File: config.mk
export PLATFORM = sky130hd
export DESIGN_NAME = inc_burst_gen
export DESIGN_NICKNAME = d
export VERILOG_FILES = /design/src/rtl/inc_burst_gen_pkg.sv /design/src/rtl/burst_gen_timer.sv /design/src/rtl/inc_burst_gen.sv
export SDC_FILE = /design/constraint.sdc
export NUM_CORES = 1
export LEC_CHECK = 0
export ABC_AREA = 1
export CAP_MARGIN = 5
export CORE_AREA = 8 8 82 84
export CTS_CLUSTER_DIAMETER = 120
export DETAILED_ROUTE_END_ITERATION = 8
export DIE_AREA = 0 0 90 92
export PLACE_DENSITY_LB_ADDON = 0.15
export SYNTH_ARGS = -nofsm -noshare
export SYNTH_HDL_FRONTEND = slang
export SYNTH_SLANG_ARGS = --single-unit
File: constraint.sdc
create_clock -name aclk -period 2.7 [get_ports aclk]
set_input_delay 0.54 -clock aclk [delete_from_list [all_inputs] [get_ports aclk]]
set_output_delay 0.54 -clock aclk [all_outputs]
set_load 0.02 [all_outputs]
File: src/rtl/inc_burst_gen_pkg.sv
// Shared constants for the inc/clr burst generator that drives the Adder counter.
// State encodings are plain localparams so legacy decode logic can compare against them.
package inc_burst_gen_pkg;

    localparam int WIDTH_DEF    = 8;
    localparam int PERIOD_W_DEF = 16;

    typedef logic [2:0] state_t;

    localparam state_t ST_IDLE  = 3'd0;
    localparam state_t ST_CLEAR = 3'd1;
    localparam state_t ST_RUN   = 3'd2;
    localparam state_t ST_WAIT  = 3'd3;
    localparam state_t ST_DONE  = 3'd4;

endpackage

File: src/rtl/burst_gen_timer.sv
// Load/decrement down-counter that times the idle gap between inc pulses.
// expire is high for the single cycle in which the count sits at 1 while enabled.
module burst_gen_timer #(
    parameter int PERIOD_W = 16
) (
    input  logic                aclk,
    input  logic                srst,
    input  logic                load,
    input  logic                en,
    input  logic [PERIOD_W-1:0] load_val,
    output logic                expire
);

    logic [PERIOD_W-1:0] count;

    // NOTE: reset is synchronous, so srst lives inside the clocked branch rather than the sensitivity list.
    always_ff @(posedge aclk) begin
        if (srst) begin
            count <= '0;
        end else if (load) begin
            count <= load_val;
        end else if (en && count != '0) begin
            // NOTE: non-blocking assignment keeps every register update in this edge race-free.
            count <= count - PERIOD_W'(1);
        end
    end

    assign expire = en && (count == PERIOD_W'(1));

endmodule

File: src/rtl/inc_burst_gen.sv
// Burst generator: one clr pulse, N inc pulses spaced by P idle cycles, then a done pulse.
// Define INC_BURST_GEN_CNT_EN to add the issued output mirroring the downstream counter value.
module inc_burst_gen
    import inc_burst_gen_pkg::*;
#(
    parameter int WIDTH    = WIDTH_DEF,
    parameter int PERIOD_W = PERIOD_W_DEF
) (
    input  logic                aclk,
    input  logic                srst,
    input  logic                start,
    input  logic                abort,
    input  logic [WIDTH-1:0]    cfg_len,
    input  logic [PERIOD_W-1:0] cfg_period,
    output logic                clr,
    output logic                inc,
    output logic                busy,
    output logic                done
`ifdef INC_BURST_GEN_CNT_EN
    ,
    output logic [WIDTH-1:0]    issued
`endif
);

    state_t              state, state_nxt;
    logic [WIDTH-1:0]    remaining, rem_nxt;
    logic [PERIOD_W-1:0] period_q, period_nxt;
    logic                timer_load;
    logic                timer_expire;

    burst_gen_timer #(
        .PERIOD_W (PERIOD_W)
    ) u_timer (
        .aclk     (aclk),
        .srst     (srst),
        .load     (timer_load),
        .en       (state == ST_WAIT),
        .load_val (period_q),
        .expire   (timer_expire)
    );

    always_comb begin
        // NOTE: every variable gets a default first so no path through the case infers a latch.
        state_nxt  = state;
        rem_nxt    = remaining;
        period_nxt = period_q;
        timer_load = 1'b0;
        case (state)
            ST_IDLE: begin
                if (start && !abort) begin
                    state_nxt  = ST_CLEAR;
                    rem_nxt    = cfg_len;
                    period_nxt = cfg_period;
                end
            end
            ST_CLEAR: begin
                if (abort)                state_nxt = ST_IDLE;
                else if (remaining == '0) state_nxt = ST_DONE;
                else                      state_nxt = ST_RUN;
            end
            ST_RUN: begin
                // Saturating decrement: remaining is never below 1 here, but must not wrap if it were.
                rem_nxt = (remaining != '0) ? remaining - WIDTH'(1) : '0;
                if (abort) begin
                    state_nxt = ST_IDLE;
                end else if (rem_nxt == '0) begin
                    state_nxt = ST_DONE;
                end else if (period_q != '0) begin
                    state_nxt  = ST_WAIT;
                    timer_load = 1'b1;
                end
            end
            ST_WAIT: begin
                if (abort)             state_nxt = ST_IDLE;
                else if (timer_expire) state_nxt = ST_RUN;
            end
            default: state_nxt = ST_IDLE;
        endcase
    end

    always_ff @(posedge aclk) begin
        if (srst) begin
            state     <= ST_IDLE;
            remaining <= '0;
            period_q  <= '0;
        end else begin
            state     <= state_nxt;
            remaining <= rem_nxt;
            period_q  <= period_nxt;
        end
    end

    // Moore decode: outputs depend only on the registered state.
    assign clr  = (state == ST_CLEAR);
    assign inc  = (state == ST_RUN);
    assign busy = (state == ST_CLEAR) || (state == ST_RUN) || (state == ST_WAIT);
    assign done = (state == ST_DONE);

`ifdef INC_BURST_GEN_CNT_EN
    always_ff @(posedge aclk) begin
        if (srst)                 issued <= '0;
        else if (state == ST_CLEAR) issued <= '0;
        else if (state == ST_RUN)   issued <= issued + WIDTH'(1);
    end
`endif

endmodule

==> impl_results.md <==
* Largest net degree at the start of global routing at 29
* Clk slew on worst S/H paths at 80 ps
* H-tree levels at 2
* Final HPWL DP at 4790 um
* Area Overhead vs Synth at 16.8%
* Final Max Slew Viols at 0
* Post-synthesis sequential element count at 43
* Buffer depth of the longest clock path at 2
* Die X at 90 um
* Max-slew headroom at 0.583
* Core ar. at 0.00541 sq mm
* DRC violations left at 0
* Count of final setup violators at 0
* Crit Path Max Fanout at 25
* Max Fclk at 0.418 GHz
* Post-synthesis sequential area ratio at 0.327
* Warning count from the yosys run at 0
* PwrDens at 523 mW/mm^2
* Syn_area_per_cell at 6.68 sq um
* CP Capture Type: register
* Max Cap Viol at 0
* First-pass DRT Iterations at 4
* Fillers at 565
* Final hold slack at 482 ps
* Worst-Margin Slew at 623 ps
* Critical path required time at 2940 ps
* Prevailing post-synth register cell: dfxtp_1
* Peak VDD IR at 0.000285 V
* Vias in the first global route at 2501
* Asr flop ratio synth at 0
* Status: complete, no violations
* Commonest non-fill, non-tap cells in the layout: 79 x nand2_1, 50 x nor2_1, 43 x dfxtp_1, 40 x inv_1, 33 x nand3_1
* Wirelength per Cell at 12.9 um
* Layout cells sized above 1 at 0.0898
* Clk_lat worst skew at 300 ps
* Setup Skew at 9.15 ps
* Initial Utilization at 0.487
* RSZ-0062 raised after global routing: false
* Port-buffer cells at 31
* Post_cts resized at 0
* Register area at 861 sq um
* Post-Synthesis Cells at 394
* Initial antenna violation count at 0
* CP Launch Type: register
* Cts hold-fix bufs at 0
* Vias per cell at 5.17
* TritonCTS clock tree: yes
* DR vias at 2557
* Clock root cell: clkbuf_8
* DRT antenna net count at 0
* Minimum clock period at 2390 ps
* ANT cells at 0
* # IOs at 32
* Clk sinks at 43
* GRT Total Usage at 0.161
* # rows at 27
* Cell area after synthesis at 0.00263 sq mm
* Vert. Die Dim at 92 um
* First-pass GRT wire length at 11300 um
* Area of the multi-input gates at 0.00151 sq mm
* Worst Path Arrival at 2630 ps
* Most common cell after layout, fill and taps aside: nand2_1
* Syn Nets at 425
* Hold Path Class: reg2reg
* Nets at 453
* Remaining global-route overflow at 0
* Setup repair bufs after CTS at 0
* DR iter-0 viols at 196
* Final wirelength at 6410 um
* CTS buffer count at 5
* Post-route setup TNS at 0 ps
* Leakage power at 1.28 nW
* CP Class: reg2reg
* Final Hold Viols at 0
* GPL Wtd Cong at 0.899
* Netlist cell types at 37
* Final Cycle Share at 0.885
* Number of synthesized flops with an enable pin at 0
* Die Area at 0.00828 sq mm
[final timing paths]
check | startpoint | to | slack [ps] | depth (start not counted)
worst max register to register | remaining[0] | u_timer.count[14] | 310 | 14
worst max-delay path | remaining[0] | u_timer.count[14] | 310 | 14
worst min register to register | remaining[0] | remaining[0] | 480 | 2
worst min-delay path | remaining[0] | remaining[0] | 480 | 2
[logic make-up after synthesis]
family / after synthesis / synth area share
flops: 43 / 0.327
simple gates: 214 / 0.393
compound gates: 63 / 0.133
buf+inv: 61 / 0.0989
fa+ha+maj: 3 / 0.0143
xor+xnor: 10 / 0.0333
[sequential cells by signal, summed over array words and instances (netlist names)]
name,flops
period_q,16
remaining,8
state,3
u_timer.count,16
[area by class of cell]
| type | instances | area share |
|---|---|---|
| multi-input combinational | 290 | 0.491 |
| sequential | 43 | 0.280 |
| timing repair buffer | 38 | 0.118 |
| inverter | 44 | 0.0537 |
| tap | 72 | 0.0293 |
| clock buffer | 6 | 0.0236 |
| clock inverter | 2 | 0.00407 |
[synthesized netlist by cell type (all sizes together), types with 2 or more instances]
master | number | area (sq um)
buf | 7 | 57.6
o31ai | 2 | 15.0
xor2 | 8 | 70.1
nand3b | 2 | 15.0
clkbuf | 10 | 37.5
ha | 3 | 37.5
nor4 | 4 | 25.0
a21oi | 28 | 148
nor2 | 56 | 240
a31oi | 7 | 43.8
xnor2 | 2 | 17.5
nand3 | 38 | 230
dfxtp | 43 | 861
nor3 | 6 | 35.0
nand4 | 21 | 131
nand2 | 84 | 333
o21ai | 22 | 110
inv | 44 | 165
[per-stage QoR]
step                       util  total power (W)  cell area (sq um)  cells  setup WS, ps
after global placement    0.553          0.00121               2990    487           450
after detailed placement  0.553          0.00121               2990    487           347
after floorplan               -          0.00109               2630    394           752
final                     0.569          0.00161               3070    495           309
after CTS                 0.569          0.00162               3070    495           321
after global routing      0.569          0.00172               3070    495           111
[critical path, stage by stage (launching register included)]
cell	delay, ps
dfxtp_1	320
inv_1	170
ha_1	280
nand2_2	90
nor2_4	140
nand2_4	130
nand2_1	90
nand2_1	50
nor2_1	190
nand3_4	220
nand3_4	290
nand2_2	130
nor2_1	120
nor2_1	50
nor2_1	70
[layer usage]
| metal | wire (um) | global-route usage | share of wire |
|---|---|---|---|
| met2 | 2770 | 0.252 | 0.43 |
| met5 | 0 | 0 | 0 |
| met4 | 76 | 0.0513 | 0.012 |
| met3 | 307 | 0.0359 | 0.048 |
| met1 | 3260 | 0.214 | 0.51 |
[power breakdown]
part	switching [W]	total [W]	internal (W)
sequential	0.0000348	0.000710	0.000675
clock	0.000225	0.000406	0.000181
combinational	0.000301	0.000492	0.000190
total	0.000561	0.00161	0.00105
No activity file was read; power rests on OpenSTA's default activity.
